**config.mk**
```make
export PLATFORM = sky130hd
export DESIGN_NAME = booth_divider
export DESIGN_NICKNAME = d
export VERILOG_FILES = /design/src/rtl/booth_divider.sv
export SDC_FILE = /design/constraint.sdc
export NUM_CORES = 1
export LEC_CHECK = 0
export BUFFER_PORTS_ARGS = -buffer_cell sky130_fd_sc_hd__buf_4
export CAP_MARGIN = 20
export CORE_ASPECT_RATIO = 1.2
export CORE_MARGIN = 1
export CORE_UTILIZATION = 32
export CTS_BUF_LIST = sky130_fd_sc_hd__clkbuf_4 sky130_fd_sc_hd__clkbuf_8
export DETAILED_ROUTE_END_ITERATION = 16
export GPL_ROUTABILITY_DRIVEN = 1
export SKIP_CTS_REPAIR_TIMING = 1
export SYNTH_ARGS = -nofsm -noshare
export SYNTH_HDL_FRONTEND = slang
export SYNTH_SLANG_ARGS = --single-unit
```
**constraint.sdc**
```tcl
create_clock -name clk -period 2.3 [get_ports clk]
set_input_delay 0.23 -clock clk [delete_from_list [all_inputs] [get_ports clk]]
set_output_delay 0.23 -clock clk [all_outputs]
set_load 0.005 [all_outputs]
```
**src/rtl/booth_divider.sv**
```systemverilog
// Sequential signed restoring divider with a start/done handshake.
// One quotient bit per clock on operand magnitudes, then a sign-fix cycle.
module booth_divider #(
  parameter int unsigned WIDTH = 8
) (
  input  logic             clk,
  input  logic             rst_n,
  input  logic             start,
  input  logic [WIDTH-1:0] dividend,
  input  logic [WIDTH-1:0] divisor,
  output logic [WIDTH-1:0] quotient,
  output logic [WIDTH-1:0] remainder,
  output logic             busy,
  output logic             done,
  output logic             div_by_zero,
  output logic             ovf
);

  localparam int unsigned CW = $clog2(WIDTH + 1);
  localparam logic [WIDTH-1:0] MIN_NEG = {1'b1, {(WIDTH-1){1'b0}}};

  typedef enum logic [2:0] {IDLE, LOAD, ITER, FIX, DONE} state_t;

  state_t           state;
  logic [WIDTH-1:0] dvd_r;
  logic [WIDTH-1:0] dvs_r;
  logic             dvd_neg;
  logic             dvs_neg;
  logic [WIDTH-1:0] dvs_mag;
  logic [WIDTH:0]   r_r;
  logic [WIDTH-1:0] q_r;
  logic [CW-1:0]    cnt;

  logic [WIDTH-1:0] dvd_abs;
  logic [WIDTH-1:0] dvs_abs;
  logic [WIDTH:0]   r_sh;
  logic [WIDTH:0]   r_diff;
  logic             take;

  // Magnitudes and the shift/trial-subtract step for the current iteration.
  always_comb begin
    dvd_abs = dvd_neg ? (WIDTH'(0) - dvd_r) : dvd_r;
    dvs_abs = dvs_neg ? (WIDTH'(0) - dvs_r) : dvs_r;
    r_sh    = {r_r[WIDTH-1:0], q_r[WIDTH-1]};
    r_diff  = r_sh - {1'b0, dvs_mag};
    // A bit shifted out of R means the shifted value exceeds any divisor.
    take    = r_r[WIDTH] | (r_sh >= {1'b0, dvs_mag});
  end

  always_ff @(posedge clk or negedge rst_n) begin
    if (!rst_n) begin
      state       <= IDLE;
      dvd_r       <= '0;
      dvs_r       <= '0;
      dvd_neg     <= 1'b0;
      dvs_neg     <= 1'b0;
      dvs_mag     <= '0;
      r_r         <= '0;
      q_r         <= '0;
      cnt         <= '0;
      quotient    <= '0;
      remainder   <= '0;
      busy        <= 1'b0;
      done        <= 1'b0;
      div_by_zero <= 1'b0;
      ovf         <= 1'b0;
    end else begin
      done <= 1'b0;
      case (state)
        IDLE: begin
          if (start) begin
            dvd_r       <= dividend;
            dvs_r       <= divisor;
            dvd_neg     <= dividend[WIDTH-1];
            dvs_neg     <= divisor[WIDTH-1];
            div_by_zero <= 1'b0;
            ovf         <= 1'b0;
            busy        <= 1'b1;
            state       <= LOAD;
          end
        end
        LOAD: begin
          r_r     <= '0;
          q_r     <= dvd_abs;
          dvs_mag <= dvs_abs;
          cnt     <= CW'(WIDTH);
          if (dvs_r == '0) begin
            div_by_zero <= 1'b1;
            quotient    <= '1;
            remainder   <= dvd_r;
            busy        <= 1'b0;
            done        <= 1'b1;
            state       <= DONE;
          end else begin
            state <= ITER;
          end
        end
        ITER: begin
          r_r <= take ? r_diff : r_sh;
          q_r <= {q_r[WIDTH-2:0], take};
          cnt <= cnt - CW'(1);
          if (cnt == CW'(1)) begin
            state <= FIX;
          end
        end
        FIX: begin
          quotient  <= (dvd_neg ^ dvs_neg) ? (WIDTH'(0) - q_r) : q_r;
          remainder <= dvd_neg ? (WIDTH'(0) - r_r[WIDTH-1:0]) : r_r[WIDTH-1:0];
          ovf       <= (dvd_r == MIN_NEG) && (dvs_r == '1);
          busy      <= 1'b0;
          done      <= 1'b1;
          state     <= DONE;
        end
        DONE: begin
          state <= IDLE;
        end
        default: begin
          state <= IDLE;
        end
      endcase
    end
  end

endmodule

```
==> results.toml <==
[finish]
drive_above_1_share = 0.2211
final_cell_mix = "dfrtp_1 (68), buf_4 (66), nand2_1 (52)"
final_common_cell = "dfrtp_1"
diodes = 0
area.growth.synth_to_final_pct = 19.31
nets = 514
seqCellArea_um2 = 1702
fin_area_um2 = 4716
fillerInstances = 1211
multi_input_area_um2 = 2039

[clocking]
cts_tree = "done"
numCtsBuffers = 9
clk_path_buf_depth = 2
clock-sinks = 68
h-tree-depth = 3
clockRootBuffer = "clkbuf_8"
clk_pin_slew_worst_paths_ns = 0.07
clkLatencyLatePin_ns = 0.36

[floorplan]
dieWidth_um = 103.5
die_area_um2 = 12800
ios = 39
fp-row-count = 44
core_area_um2 = 12060
start_util = 0.3278
fp.dieH_um = 123.7

[global_route]
grt_use_total = 0.1669
grt_pass1_wl_um = 16100
grt.overflow.total = 0
grt_max_degree = 69
antenna_found_initial = 0
first_global_vias = 3317

[routing]
vias = 3326
vias_per_cell = 5.157
remaining_drc_errors = 0
wl_um = 9897
first_pass_iters = 5
avgRoutedWirePerCell_um = 15.34
drt-initial-drc-count = 150
ant_nets = 0

[sta]
drv_slew = 0
whs_ns = -0.01273
min_period_ns = 2.135
setup_viol = 0
post-route-period-util = 0.9281
rsz0062_at_grt = "no"
max_slew_margin = 0.4260
hold_viol = 27
worst_pin_slew_ns = 0.8610
skew_ns = 0.008633
fin_setup_tns_ns = 0
max_freq_mhz = 468.4

[placed_design]
place_congestion = 0.9080
dpl_cell_area_um2 = 4521
dp_hpwl_um = 7303
port-buffer-count = 38

[synth]
synth-edff-count = 0
avgSynthCellArea_um2 = 9.213
syn-instance-count = 429
synth_cell_type_count = 60
synthArstFlopShare = 1.000
ys_seq_elements = 68
ys_seq_area_frac = 0.4305
synth-warning-count = 0
synth_nets = 464
synth_top_flop_cell = "dfrtp_1"
synth_area_um2 = 3953

[worst_setup_path]
crit_path_start_kind = "register"
worst_ep_required_time_ns = 2.54
timing.setup.critical_path_class = "register to register"
end_kind = "register"
critical_path.max_fanout = 7
crit_arrival_ns = 2.38

[power_and_ir_drop]
power_frac_seq = 0.310
power-per-cell-area_nw_per_um2 = 1628
power.switching_mw = 3.381
pwr-share-clk = 0.129
p_leak_nw = 2.115
switching_share = 0.4404
cellInternalPower_mw = 4.295
combPwrFrac = 0.562
peakVddDrop_uv = 658.2

[hold_path]
hp-class = "primary input to async pin"

[run_status]
violations = "negative hold slack"
outcome = "finished, violations left"

[run]
drv_cap = 0
[critical path: stages (launching register included)]
cell and delay, ns:
dfrtp_1 0.43, ha_1 0.35, nor2_1 0.16, a211oi_1 0.08, o311a_1 0.36, or2_4 0.28, a311o_1 0.36
[per-stage QoR]
step / setup WS, ns / std cells / hold WS [ns] / power [mW] / util
6_report: 0.1653 / 645 / -0.01273 / 7.675 / 0.3911
5_1_grt: 0.01815 / 645 / 0.05738 / 8.340 / 0.3911
4_1_cts: 0.005572 / 645 / 0.01032 / 7.691 / 0.3908
3_5_place_dp: 0.01245 / 629 / 0.4036 / 6.674 / 0.3749
3_3_place_gp: 0.05940 / 629 / 0.3905 / 6.603 / 0.3749
2_1_floorplan: 0.05002 / 429 / -0.06559 / 5.269 / -
[registers in the layout, summed over array words and instances, names as in the netlist]
| register | cells |
|---|---|
| r_r | 9 |
| dvd_r | 8 |
| dvs_mag | 8 |
| dvs_r | 8 |
| q_r | 8 |
| quotient | 8 |
| remainder | 8 |
| cnt | 4 |
| state | 3 |
| busy | 1 |
| div_by_zero | 1 |
| done | 1 |
| ovf | 1 |
[cell type report]
class                      count  area share
clock buffer                  11     0.02945
sequential                    68      0.3608
clock inverter                 5     0.01114
multi-input combinational    311      0.4325
inverter                      23     0.01831
tap                          161     0.04272
timing repair buffer          66      0.1051
[cell families (layout without fill, tap and decap cells)]
| logic type | count (synthesis) | in the layout | share of synthesized area |
|---|---|---|---|
| XOR/XNOR | 28 | 28 | 0.06204 |
| AND/OR/NAND/NOR | 135 | 135 | 0.1618 |
| buffers and inverters | 50 | 105 | 0.05445 |
| multiplexers | 22 | 22 | 0.06109 |
| flip-flops | 68 | 68 | 0.4305 |
| AO/OA/AOI/OAI | 110 | 110 | 0.1776 |
| adder cells (fa/ha/maj) | 16 | 16 | 0.05255 |
[path summary, 6_finish.rpt]
check	startpoint	to	slack, ns	depth (start not counted)
max	r_r[1]	r_r[1]	0.17	6
min	rst_n	quotient[2]	-0.01	1
max reg2reg	r_r[1]	r_r[1]	0.17	6
min reg2reg	dvs_mag[6]	dvs_mag[6]	0.49	2
max in group asynchronous	rst_n	r_r[6]	1.76	1
min in group clk	dividend[0]	dvd_r[0]	0.08	3
[power groups by stage]
stage	Combinational, mW	Clock [mW]	Sequential [mW]
6_report	4.31	0.987	2.38
4_1_cts	4.30	1.02	2.37
5_1_grt	4.82	1.06	2.47
3_5_place_dp	4.28	0	2.40
3_3_place_gp	4.24	0	2.36
2_1_floorplan	3.11	0	2.16
[cell usage after synthesis (2+ instances only)]
library cell   n  share of area
clkbuf_1      19          0.018
o311a_1        2         0.0051
o21ai_1        2         0.0025
nand2_1       52          0.049
inv_1         22          0.021
ha_1          15          0.047
o21ai_0       31          0.039
xor2_1        11          0.024
o211ai_1       7          0.013
a21o_1         4         0.0076
dfrtp_1       68           0.43
a21boi_0       2         0.0038
o22ai_1        2         0.0032
a31oi_1        3         0.0047
nand4_1        4         0.0063
a221o_1        3         0.0076
a21oi_1       27          0.034
o31ai_1        5         0.0095
mux2i_1        5          0.013
nor3_1         6         0.0076
xnor2_1       17          0.038
or4_1          2         0.0038
nor4b_1        2         0.0044
nand3_1        5         0.0063
buf_1          3         0.0028
nor2b_1        2         0.0032
a211oi_1       5         0.0095
a22oi_1        3         0.0057
nor4_1         5         0.0079
nor2_1        39          0.037
a22o_1         3         0.0066
nand2b_1       3         0.0047
or3_1          5         0.0079
mux2_2        17          0.048
buf_6          3         0.0085
[per-layer routing]
layer	wire length [um]	GRT usage	vias to the layer above
met5	0	0	-
met4	251	0.08363	0
met3	500	0.02974	21
met2	4884	0.2724	93
met1	4260	0.2110	1605
li1	-	-	1607
Note: power is estimated with default switching activity, not from simulation.
